File: src/rtl/imem_boot_loader.sv
// rtl/imem_boot_loader.sv - framed byte-stream loader for the RV32I instruction memory
// Holds core_rst high until a length-checked, XOR-verified image has been written.
module imem_boot_loader #(
  parameter int          ADDR_WIDTH = 8,
  parameter logic [7:0]  SYNC_BYTE  = 8'hA5
) (
  input  logic                  clk,
  input  logic                  rst,
  input  logic [7:0]            in_data,
  input  logic                  in_valid,
  output logic                  in_ready,
  input  logic                  reload,
  output logic                  imem_we,
  output logic [ADDR_WIDTH-1:0] imem_waddr,
  output logic [31:0]           imem_wdata,
  output logic                  core_rst,
  output logic                  done,
  output logic                  error,
  output logic [ADDR_WIDTH:0]   words_loaded
);

  localparam int          CW    = ADDR_WIDTH + 1;
  localparam logic [16:0] DEPTH = 17'd1 << ADDR_WIDTH;

  typedef enum logic [2:0] {
    S_IDLE,
    S_LEN_LO,
    S_LEN_HI,
    S_DATA,
    S_CHECK,
    S_DONE,
    S_ERROR
  } state_t;

  state_t                state_q, state_d;
  logic [15:0]           len_q, len_d;
  logic [1:0]            byte_idx_q, byte_idx_d;
  logic [23:0]           word_buf_q, word_buf_d;
  logic [7:0]            csum_q, csum_d;
  logic [CW-1:0]         words_loaded_d;
  logic [CW-1:0]         words_next;
  logic [15:0]           len_full;
  logic                  imem_we_d;
  logic [ADDR_WIDTH-1:0] imem_waddr_d;
  logic [31:0]           imem_wdata_d;
  logic                  accept;

  assign accept     = in_valid && in_ready;
  assign words_next = words_loaded + CW'(1);
  assign len_full   = {in_data, len_q[7:0]};

  always_comb begin
    state_d        = state_q;
    len_d          = len_q;
    byte_idx_d     = byte_idx_q;
    word_buf_d     = word_buf_q;
    csum_d         = csum_q;
    words_loaded_d = words_loaded;
    imem_we_d      = 1'b0;
    imem_waddr_d   = imem_waddr;
    imem_wdata_d   = imem_wdata;

    case (state_q)
      S_IDLE: begin
        if (accept && in_data == SYNC_BYTE) begin
          state_d        = S_LEN_LO;
          byte_idx_d     = 2'd0;
          csum_d         = 8'h00;
          words_loaded_d = '0;
        end
      end
      S_LEN_LO: begin
        if (accept) begin
          len_d[7:0] = in_data;
          state_d    = S_LEN_HI;
        end
      end
      S_LEN_HI: begin
        if (accept) begin
          len_d[15:8] = in_data;
          if ({1'b0, len_full} > DEPTH)
            state_d = S_ERROR;
          else if (len_full == 16'd0)
            state_d = S_CHECK;
          else
            state_d = S_DATA;
        end
      end
      S_DATA: begin
        if (accept) begin
          csum_d     = csum_q ^ in_data;
          byte_idx_d = byte_idx_q + 2'd1;
          case (byte_idx_q)
            2'd0: word_buf_d[7:0]   = in_data;
            2'd1: word_buf_d[15:8]  = in_data;
            2'd2: word_buf_d[23:16] = in_data;
            default: begin
              imem_we_d      = 1'b1;
              imem_waddr_d   = words_loaded[ADDR_WIDTH-1:0];
              imem_wdata_d   = {in_data, word_buf_q};
              words_loaded_d = words_next;
              if (17'(words_next) == {1'b0, len_q})
                state_d = S_CHECK;
            end
          endcase
        end
      end
      S_CHECK: begin
        if (accept)
          state_d = (in_data == csum_q) ? S_DONE : S_ERROR;
      end
      S_DONE, S_ERROR: begin
        if (reload) begin
          state_d        = S_IDLE;
          csum_d         = 8'h00;
          words_loaded_d = '0;
        end
      end
      default: state_d = S_IDLE;
    endcase
  end

  // Status outputs are registered from the next state so they switch on the
  // same edge as the state itself.
  always_ff @(posedge clk) begin
    if (rst) begin
      state_q      <= S_IDLE;
      len_q        <= '0;
      byte_idx_q   <= '0;
      word_buf_q   <= '0;
      csum_q       <= '0;
      words_loaded <= '0;
      imem_we      <= 1'b0;
      imem_waddr   <= '0;
      imem_wdata   <= '0;
      in_ready     <= 1'b1;
      core_rst     <= 1'b1;
      done         <= 1'b0;
      error        <= 1'b0;
    end else begin
      state_q      <= state_d;
      len_q        <= len_d;
      byte_idx_q   <= byte_idx_d;
      word_buf_q   <= word_buf_d;
      csum_q       <= csum_d;
      words_loaded <= words_loaded_d;
      imem_we      <= imem_we_d;
      imem_waddr   <= imem_waddr_d;
      imem_wdata   <= imem_wdata_d;
      in_ready     <= (state_d != S_DONE) && (state_d != S_ERROR);
      core_rst     <= (state_d != S_DONE);
      done         <= (state_d == S_DONE);
      error        <= (state_d == S_ERROR);
    end
  end

endmodule

File: config.mk
export PLATFORM = sky130hd
export DESIGN_NAME = imem_boot_loader
export DESIGN_NICKNAME = d
export VERILOG_FILES = /design/src/rtl/imem_boot_loader.sv
export SDC_FILE = /design/constraint.sdc
export NUM_CORES = 1
export LEC_CHECK = 0
export BUFFER_PORTS_ARGS = -buffer_cell sky130_fd_sc_hd__buf_4
export CORE_MARGIN = 5
export CORE_UTILIZATION = 61
export DETAILED_ROUTE_END_ITERATION = 10
export PLACE_DENSITY_LB_ADDON = 0.2
export SYNTH_ARGS = -nofsm -noshare
export SYNTH_HDL_FRONTEND = slang
export SYNTH_SLANG_ARGS = --single-unit
File: constraint.sdc
create_clock -name clk -period 3.4 [get_ports clk]
set_input_delay 0.17 -clock clk [delete_from_list [all_inputs] [get_ports clk]]
set_output_delay 0.17 -clock clk [all_outputs]
set_load 0.02 [all_outputs]
Yosys cells after proc, flatten, opt, wreduce, memory -nomap -nowiden
Cells that the tools add are included.

storage, ports and cells
  bits in registers = 107
  latch bits = 0
  bits in writable memories = 0
  memory bits (read-only) = 0
  output and inout bits = 54
  logic and storage cells = 87
  memories kept = 0

cells by class
  add/subtract/negate cells = 2
  $mul = 0
  div/mod/pow operators = 0
  magnitude comparators = 1
  equality and inequality tests = 19
  shift operators = 0
  multiplexer cells = 25
  bitwise logic cells = 4
  reduce and logical (&&, ||, !) cells = 20

operator list
  cell                 number
  $mux 9               4
  $mux 3               10
  $pmux 9 s3           1
  $mux 8               3
  $pmux 8 s3           1
  $pmux 3 s6           1
  $eq 9x16->1          1
  $gt 16x9->1 const B  1
  $logic_not 16->1     1
  $eq 3x3->1 const B   5
  $reduce_and 3->1     5
  $add 9x1->9 const B  1
  $eq 8x8->1           1
  $eq 8x8->1 const B   1
  $ne 2x2->1 const B   4
  $xor 8x8->8          1
  $eq 3x2->1 const B   2
  $mux 2               3
  $ne 3x3->1 const B   2
  $reduce_or 3->1      2
  $reduce_and 5->1     1
  $pmux 2 s2           1
  $reduce_and 2->1     2
  $reduce_and 4->1     1
  12 further kinds     16

Depth between registers and ports, before layout
Gate-level depths: netlist (run 1).

  depth after elaboration = 8
  depth in mapped cells = 7
  mapped depth without buffers = 6

Worst setup path after synthesis (run 1)
Ideal clock, no wire load.

  kind = register to register
  start point = reg words_loaded[1]
  end point = reg core_rst
  setup time = 0.125 ns
  arrival time = 2.353 ns
  slack = 0.923 ns
  stages on the path, launching flop included = 8
  path buffers = 1
  cell sequence = dfxtp_1 -> ha_1 -> clkbuf_1 -> nand3_1 -> or3_1 -> xnor2_1 -> or4_1 -> o2bb2ai_1

on the way
  longest elaborated chain between the ends = 7

RTL lines
  item                      line  RTL
  start: declaration        19    output logic [ADDR_WIDTH:0] words_loaded
  start signal: assignment  146   words_loaded <= words_loaded_d;
  $add 9x1->9               49    assign words_next = words_loaded + CW'(1);
  $eq 9x16->1               102   if (17'(words_next) == {1'b0, len_q})
  $mux 3                    102
  $mux 3                    93    case (byte_idx_q)
  $mux 3                    90    if (accept) begin
  $pmux 3 s6                63    case (state_q)
  $ne 3x3->1                151   core_rst <= (state_d != S_DONE);
  end signal: assignment    151
  end: declaration          16    output logic core_rst,

No other way between the ends.
A chain may end at the register's enable or synchronous reset.

Worst setup path after layout (run 1)
  start point = reg words_loaded[0]
  end point = reg done

on the way
  longest elaborated chain between the ends = 7

RTL lines
  item                    line  RTL
  $add 9x1->9             49
  $eq 9x16->1             102
  $mux 3                  102
  $mux 3                  93
  $mux 3                  90
  $pmux 3 s6              63
  $eq 3x3->1              152   done <= (state_d == S_DONE);
  end signal: assignment  152
  end: declaration        17    output logic done,

No other way between the ends.

==> reports/qor.yml, run 1 <==
antenna_found_initial: 0
synthArstFlopShare: 0
synthFlopType: "dfxtp_1"
syn2layout_area_growth_pct: 15.0
clock_latency_ns: 0.37
setup_viol: 0
synthAdderAreaFrac: 0.0135
numCtsBuffers: 9
die_x_um: 97.2
dieArea_um2: 9440
power_frac_clock: 0.380
root_buffer: "clkbuf_8"
syn-cell-area_um2: 4640
max-slew-margin-rel: 0.318
grt_start_max_net_pins: 103
path_max_fanout: 9
netlist_instances: 578
grt_use_total: 0.245
cts_hold_buffers: 0
finClkSkew_ns: 0.00788
num_antenna_cells: 0
endpoint_kind: "register"
drt-initial-drc-count: 286
syn_area_per_cell_um2: 8.02
synth_compound_area_frac: 0.177
grt_first_pass_wirelength_um: 19100
slowest_stage: "or4_1"
rsz0062_at_grt: "no"
hold_depth: 3
ir_drop_mv: 0.267
max_clock_freq_mhz: 382
r2r-start: "words_loaded[0]"
grt_pass1_vias: 3972
seq_area_frac_synth: 0.462
yosys.area_share.simple: 0.246
dp_hpwl_um: 7550
nNetsFinal: 630
critPathKind: "reg2reg"
synth_top_family_by_area: "simple AND/OR/NAND/NOR gates"
routed_via_density: 5.85
intPower_w: 0.00164
htreeDepth: 3
powerDensity_nw_per_um2: 406
io_pins: 66
p_switching_w: 0.000525
synth_xor_area_frac: 0.0359
start_util: 0.632
remaining_drc_errors: 0
wl_um: 11500
gp_congestion: 0.875
fin_tns_setup_ns: 0
clock-sinks: 107
clock_path_buffers: 2
synth_cell_types: 52
hold_start: "in_data[3]"
cts-resized-gates: 0
crit_family: "simple AND/OR/NAND/NOR gates"
r2r_cells: 6
cpPeakStageDelay_ns: 0.62
swShare: 0.243
p_leak_nw: 1.87
wl_per_cell_um: 16.0
grt_overflow: 0
antenna_left: 0
drt_first_pass_iters: 5
reg2reg_slack_ns: 0.78
hold_end: "imem_wdata[27]"
power_frac_seq: 0.582
p_comb_frac: 0.039
yosysWarnings: 0
vias: 4193
r2r-end: "done"
path_cells: "ha_1 > nand3_1 > or3_1 > xnor2_1 > or4_1 > a21boi_0"
num_rows: 31
outcome: "finished clean"
post-route-min-period_ns: 2.62
cp.arrival_ns: 2.91
startpoint_type: "register"
ys_ff_latch: 107
worst_pin_slew_ns: 1.02
path_clk_slew_ns: 0.10
critPathRequiredTime_ns: 3.69
synth_mux_area_frac: 0.0173
p_total_w: 0.00216
drive_gt1_frac: 0.159
syn_nets: 595
tritoncts: "done"
die_h_um: 97.2
drv_slew: 0
hold_path_class: "in2reg"
synth_edf_count: 0
post_cts_buffers: 0
path_buf_inv: 0
io_buffers: 65
finalCritPeriodShare: 0.770
maxCapViolCount: 0
hold_viol_final: 0
core-area_um2: 7330
==> per-stage QoR <==
| step | cell area, µm² | util | cells | hold slack, ns | setup slack (ns) |
|---|---|---|---|---|---|
| final | 5330 | 0.727 | 717 | 0.127 | 0.783 |
| after global routing | 5330 | 0.727 | 717 | 0.121 | 0.657 |
| after CTS | 5330 | 0.727 | 717 | 0.113 | 0.827 |
| after detailed placement | 5120 | 0.698 | 701 | 0.443 | 0.832 |
| after global placement | 5120 | 0.698 | 701 | 0.439 | 0.969 |
| after floorplan | 4640 | - | 578 | 0.378 | 0.923 |
==> synthesized netlist by cell type (all sizes together) (5+ instances only) <==
library cell  number  area (µm²)
a311oi            15         131
dfxtp            107        2140
nor2              14        52.6
nand4              5        31.3
nand2            146         548
clkbuf            41         154
mux2i              8        80.1
a21oi             90         454
nand3             46         235
ha                 5        62.6
xnor2             15         131
or4                7        60.1
o21ai              7        35.0
buf               10        58.8
==> final cells by class <==
| type | count | area, µm² |
|---|---|---|
| Inverter | 4 | 15.0 |
| Timing Repair Buffer | 75 | 563 |
| Clock inverter | 6 | 85.1 |
| Sequential cell | 107 | 2140 |
| Multi-Input combinational cell | 416 | 2270 |
| Tap cell | 99 | 124 |
| Fill cell | 592 | 2000 |
| Clock buffer | 10 | 128 |
==> cell usage in the layout, fill, tap and decap left out, drive strengths merged, types with 7 or more instances in the layout <==
cell,instances
a21oi,90
a311oi,15
mux2i,8
nor2,14
o21ai,7
nand2,146
xnor2,15
buf,75
nand3,46
or4,7
dfxtp,107
clkbuf,10
==> cells by family after synthesis <==
kind of cell	after synthesis
AOI/OAI and AO/OA	135
xor gates and xnor gates	19
adders and majority gates	5
buffers and inverters	55
DFF	107
muxes	8
and+or+nand+nor	249
==> registers in the layout, indices dropped and copies added (netlist names) <==
signal	flops
word_buf_q	24
csum_q	8
imem_wdata	32
core_rst	1
state_q	3
done	1
imem_waddr	8
byte_idx_q	2
in_ready	1
words_loaded	9
len_q	16
error	1
imem_we	1
==> worst reg2reg max path, cell delays in order, from the launching register on <==
cell and delay, ns:
dfxtp_1 0.51, ha_1 0.36, nand3_1 0.18, or3_1 0.46, xnor2_1 0.17, or4_1 0.62
a21boi_0 0.24
==> worst max path at each step <==
stage,startpoint,end,slack [ns],depth (start not counted)
6_report,words_loaded[0],done,0.78,6
5_1_grt,words_loaded[0],done,0.66,6
4_1_cts,words_loaded[0],done,0.83,6
3_5_place_dp,words_loaded[0],done,0.83,6
3_3_place_gp,words_loaded[0],core_rst,0.97,6
2_1_floorplan,words_loaded[1],core_rst,0.92,7
==> layer usage <==
metal  GRT usage  wire [µm]
met1       0.318       5050
met2       0.398       5470
met3      0.0610        773
met4      0.0842        197
met5           0          0
==> power by group through the flow <==
stage	Combinational (W)	Sequential (W)	Clock, W
after floorplan	0.0000567	0.00128	0
after global placement	0.0000812	0.00129	0
after detailed placement	0.0000820	0.00129	0
after CTS	0.0000822	0.00126	0.000833
after global routing	0.0000900	0.00126	0.000891
final	0.0000838	0.00126	0.000821
Note: power is estimated with default switching activity, not from simulation.
==> inputs of run 2 (changes only) <==
CORE_UTILIZATION = 57   (was 61)
clock period = 2.6 ns   (was 3.4 ns; I/O delays follow)
==> run 2 against run 1 <==
Against the previous run:
- worst setup slack worse by 0.56 ns
- critical endpoint is now error
- register-to-register slack worse by 0.56 ns
- highest routed layer unchanged
- final cell count is 0.98% higher
==> reports/qor.yml, run 2 (synthesis results as in run 1) <==
wl_per_cell_um: 16.6
cts_hold_buffers: 0
antenna_left: 0
start_util: 0.594
hold_viol_final: 0
post-route-cell-area_um2: 5380
drt-initial-drc-count: 227
numCtsBuffers: 9
gp_congestion: 0.924
rsz0062_at_grt: "no"
hold-worst-slack_ns: 0.0817
htreeDepth: 3
dp_hpwl_um: 8170
core-area_um2: 7810
worst_pin_slew_ns: 0.648
endpoint_kind: "register"
antenna_found_initial: 0
final_common_cell: "nand2_1"
tritoncts: "done"
ir_drop_mv: 0.268
drt_first_pass_iters: 4
clock-sinks: 107
finClkSkew_ns: 0.0117
wl_um: 12000
dieArea_um2: 10000
p_leak_nw: 1.89
reg2reg_slack_ns: 0.23
drive_gt1_frac: 0.166
r2r-end: "error"
startpoint_type: "register"
die_h_um: 100
finalCritPeriodShare: 0.913
grt_pass1_vias: 3847
grt_first_pass_wirelength_um: 19000
grt_start_max_net_pins: 66
place_area_um2: 5180
cp.arrival_ns: 2.67
die_x_um: 100
hold_path_class: "in2reg"
r2r_cells: 6
post_cts_buffers: 0
root_buffer: "clkbuf_8"
syn2layout_area_growth_pct: 16.0
hold_end: "imem_wdata[27]"
clock_path_buffers: 2
setup_viol: 0
largest_reg_flops: 32
max-slew-margin-rel: 0.568
powerDensity_nw_per_um2: 519
nNetsFinal: 635
critPathKind: "reg2reg"
cts-resized-gates: 0
routed_via_density: 5.85
drv_slew: 0
hold_depth: 3
r2r-start: "words_loaded[1]"
path_max_fanout: 8
max_clock_freq_mhz: 421
post-route-min-period_ns: 2.37
use_met1: 0.317
use_met2: 0.386
remaining_drc_errors: 0
nFillCells: 678
path_clk_slew_ns: 0.10
io_buffers: 65
grt_use_total: 0.237
num_antenna_cells: 0
maxCapViolCount: 0
grt_overflow: 0
fin_tns_setup_ns: 0
vias: 4235
num_rows: 32
hold_start: "in_data[3]"
layout_common_cells: "nand2_1, dfxtp_1, a21oi_1"
io_pins: 66
outcome: "finished clean"
use_met3: 0.0445
clock_latency_ns: 0.37
top_register: "imem_wdata"
top_regs: "imem_wdata (32), word_buf_q (24), len_q (16)"
top_usage_layer: "met2"
critPathRequiredTime_ns: 2.90
-- run 2: cell types whose count changed in the layout (fill, tap and decap cells not counted) --
cell / change
clkbuf_1: -1
inv_6: +2
buf_12: +2
buf_4: +3
inv_8: -1
clkinv_4: -1
clkinv_2: +1
clkinv_8: -1
-- run 2: cell type report --
type | instances | area, µm² | area share
Clock buffer | 9 | 124 | 0.0230
Clock inverter | 6 | 71.3 | 0.0133
Inverter | 4 | 15.0 | 0.00279
Multi-Input combinational cell | 416 | 2270 | 0.423
Sequential cell | 107 | 2140 | 0.398
Tap cell | 102 | 128 | 0.0237
Timing Repair Buffer | 80 | 626 | 0.116
-- run 2: worst max-delay path by stage --
| stage | startpoint | end | slack, ns | depth (start not counted) |
|---|---|---|---|---|
| 5_1_grt | state_q[1] | words_loaded[3] | 0.04 | 4 |
| 6_report | words_loaded[1] | error | 0.23 | 6 |
| 3_5_place_dp | words_loaded[1] | core_rst | 0.26 | 6 |
| 2_1_floorplan | words_loaded[1] | core_rst | 0.12 | 7 |
| 3_3_place_gp | state_q[1] | words_loaded[1] | 0.35 | 5 |
| 4_1_cts | words_loaded[1] | error | 0.24 | 6 |
-- run 2: through the flow --
stage          total power, W   util  setup WS (ns)  std cells
2_1_floorplan         0.00175      -          0.123        578
3_3_place_gp          0.00179  0.664          0.347        709
3_5_place_dp          0.00179  0.664          0.264        709
4_1_cts               0.00280  0.689          0.240        724
5_1_grt               0.00289  0.689         0.0433        724
6_report              0.00279  0.689          0.227        724
-- run 2: routing by layer --
layer | part of all wire | vias up
li1 | - | 2069
met1 | 0.43 | 1979
met2 | 0.47 | 160
met3 | 0.074 | 27
met4 | 0.020 | 0
met5 | 0 | -
-- run 2: power breakdown --
part,total (W),switching [W],internal [W]
combinational,0.000112,0.0000792,0.0000323
sequential,0.00164,0.00000385,0.00164
clock,0.00104,0.000583,0.000453
-- run 2: worst max-delay path: stages (launching register included) --
cell and delay [ns]:
dfxtp_1 0.35, ha_1 0.31, nand3_1 0.17, or3_1 0.43, xnor2_1 0.17, or4_1 0.66, a21boi_0 0.22
==> inputs of run 3 (changes only) <==
ABC_AREA = 1   (was default)
CORE_MARGIN = default   (was 5)
==> run 3 against run 2 <==
Against the previous run:
- via count shrank 0.17%
- register-to-register slack improved by 0.33 ns
- synthesized area fell by 2.6%
- largest cell class is now registers
- power decreased by 2.9%
- first-iteration DRC count grew 23%
==> reports/qor.yml, run 3 <==
syn_area_per_cell_um2: 7.34
reg2reg_slack_ns: 0.55
seq_area_frac_synth: 0.474
top_register: "imem_wdata"
remaining_drc_errors: 0
power_frac_seq: 0.605
grt_first_pass_wirelength_um: 18000
htreeDepth: 3
rsz0062_at_grt: "no"
grt_start_max_net_pins: 88
synth.top_cells.by_area: "dfxtp_1, o21ai_0, nor2_1, a21oi_1, nand2_1"
clock_latency_ns: 0.38
drt_first_pass_iters: 5
numCtsBuffers: 9
tritoncts: "done"
post-route-min-period_ns: 2.05
max_clock_freq_mhz: 489
finalNonFillerCells: 775
yosysMostFrequentCell: "dfxtp_1"
drv_slew: 0
r2r-end: "core_rst"
outcome: "finished clean"
path_clk_slew_ns: 0.11
ys_ff_latch: 107
power_frac_clock: 0.360
fin_tns_setup_ns: 0
grt_use_total: 0.271
finalCritPeriodShare: 0.787
p_total_w: 0.00271
grt_pass1_vias: 3831
intPower_w: 0.00204
hold_end: "len_q[2]"
synth_cell_types: 31
endpoint_kind: "register"
startpoint_type: "register"
path_cells: "ha_1 > nand2_2 > nor2_2 > nand3_1 > nand3_1 > nand2_1 > nor2_1 > nand4_1 > nand2_1 > nand2_1 > nor2_2 > inv_1"
num_rows: 32
max-slew-margin-rel: 0.537
cp.arrival_ns: 2.32
num_antenna_cells: 0
synthTopCellsByCount: "dfxtp_1, nor2_1, nand2_1"
start_util: 0.588
hold_viol_final: 0
finClkSkew_ns: 0.0127
drive_gt1_frac: 0.160
p_switching_w: 0.000674
crit_family: "simple AND/OR/NAND/NOR gates"
synth_edf_count: 0
p_leak_nw: 2.33
vias: 4228
io_buffers: 65
synth_top_family_by_area: "simple AND/OR/NAND/NOR gates"
r2r-start: "words_loaded[1]"
dieArea_um2: 8280
synth_xor_area_frac: 0.00970
p_comb_frac: 0.035
path_max_fanout: 5
syn-cell-area_um2: 4520
wl_um: 10700
synth_mux_area_frac: 0
nNetsFinal: 685
drt-initial-drc-count: 280
powerDensity_nw_per_um2: 520
hold_start: "rst"
hold_depth: 2
setup_viol: 0
hold_path_class: "in2reg"
core-area_um2: 7690
die_x_um: 91.0
die_h_um: 91.0
synthArstFlopShare: 0
worst_pin_slew_ns: 0.692
yosys.area_share.simple: 0.237
antenna_left: 0
io_pins: 66
place_area_um2: 5030
critPathKind: "reg2reg"
cts_hold_buffers: 0
path_buf_inv: 1
clock_path_buffers: 2
synth_compound_area_frac: 0.194
gp_congestion: 0.929
r2r_cells: 12
largest_reg_flops: 32
grt_overflow: 0
slowest_stage: "dfxtp_1"
syn_nets: 632
postLayoutSetupSlackWorst_ns: 0.554
synth_top_area_frac: 0.474
critPathRequiredTime_ns: 2.88
cpPeakStageDelay_ns: 0.44
final_common_cell: "dfxtp_1"
place_ws_ns: 0.624
antenna_found_initial: 0
ir_drop_mv: 0.376
wl_per_cell_um: 13.8
clock-sinks: 107
post_cts_buffers: 0
swShare: 0.249
synth_top_area_cell: "dfxtp_1"
syn2layout_area_growth_pct: 15.4
layout_common_cells: "dfxtp_1, nor2_1, nand2_1"
cts-resized-gates: 0
maxCapViolCount: 0
synthAdderAreaFrac: 0.0139
root_buffer: "clkbuf_8"
path_common_cell: "nand2_1"
place_inst: 759
synthFlopType: "dfxtp_1"
routed_via_density: 5.46
yosysWarnings: 0
post-route-cell-area_um2: 5210
netlist_instances: 615
top_regs: "imem_wdata (32), word_buf_q (24), len_q (16)"
dp_hpwl_um: 7280
-- run 3: cell families (layout without fill, tap and decap cells) --
group,Yosys count,after routing
compound gates,170,170
simple gates,251,251
fa+ha+maj,5,5
buf+inv,77,135
xor+xnor,5,5
flops,107,107
-- run 3: power by group through the flow --
stage                     sequential (W)  combinational (W)  clock (W)
after global routing             0.00164           0.000104    0.00105
after CTS                        0.00164          0.0000942   0.000982
after detailed placement         0.00168          0.0000938          0
after floorplan                  0.00168          0.0000560          0
final                            0.00164          0.0000955   0.000976
after global placement           0.00168          0.0000924          0
-- run 3: metrics by stage --
stage                     hold WS [ns]  utilization
after floorplan                  0.323            -
after global placement           0.454        0.654
after detailed placement         0.461        0.654
after CTS                       0.0735        0.678
after global routing            0.0993        0.678
final                           0.0750        0.678
-- run 3: worst max-delay path by stage --
stage | start | end | slack [ns] | cells after the start
floorplan | words_loaded[1] | core_rst | 0.77 | 14
global placement | words_loaded[0] | core_rst | 0.73 | 12
detailed placement | words_loaded[1] | core_rst | 0.62 | 12
CTS | words_loaded[1] | core_rst | 0.60 | 12
global route | words_loaded[0] | core_rst | 0.37 | 12
finish | words_loaded[1] | core_rst | 0.55 | 12
-- run 3: routing by layer --
| layer | track usage | wire (µm) |
|---|---|---|
| met3 | 0.0318 | 658 |
| met5 | 0 | 0 |
| met2 | 0.444 | 4990 |
| met1 | 0.360 | 4820 |
| met4 | 0.119 | 229 |
-- run 3: layout make-up --
type / count / area, µm²
Clock buffer: 10 / 128
Fill cell: 673 / 2470
Inverter: 50 / 188
Timing Repair Buffer: 69 / 518
Sequential cell: 107 / 2140
Clock inverter: 6 / 56.3
Tap cell: 102 / 128
Multi-Input combinational cell: 431 / 2050
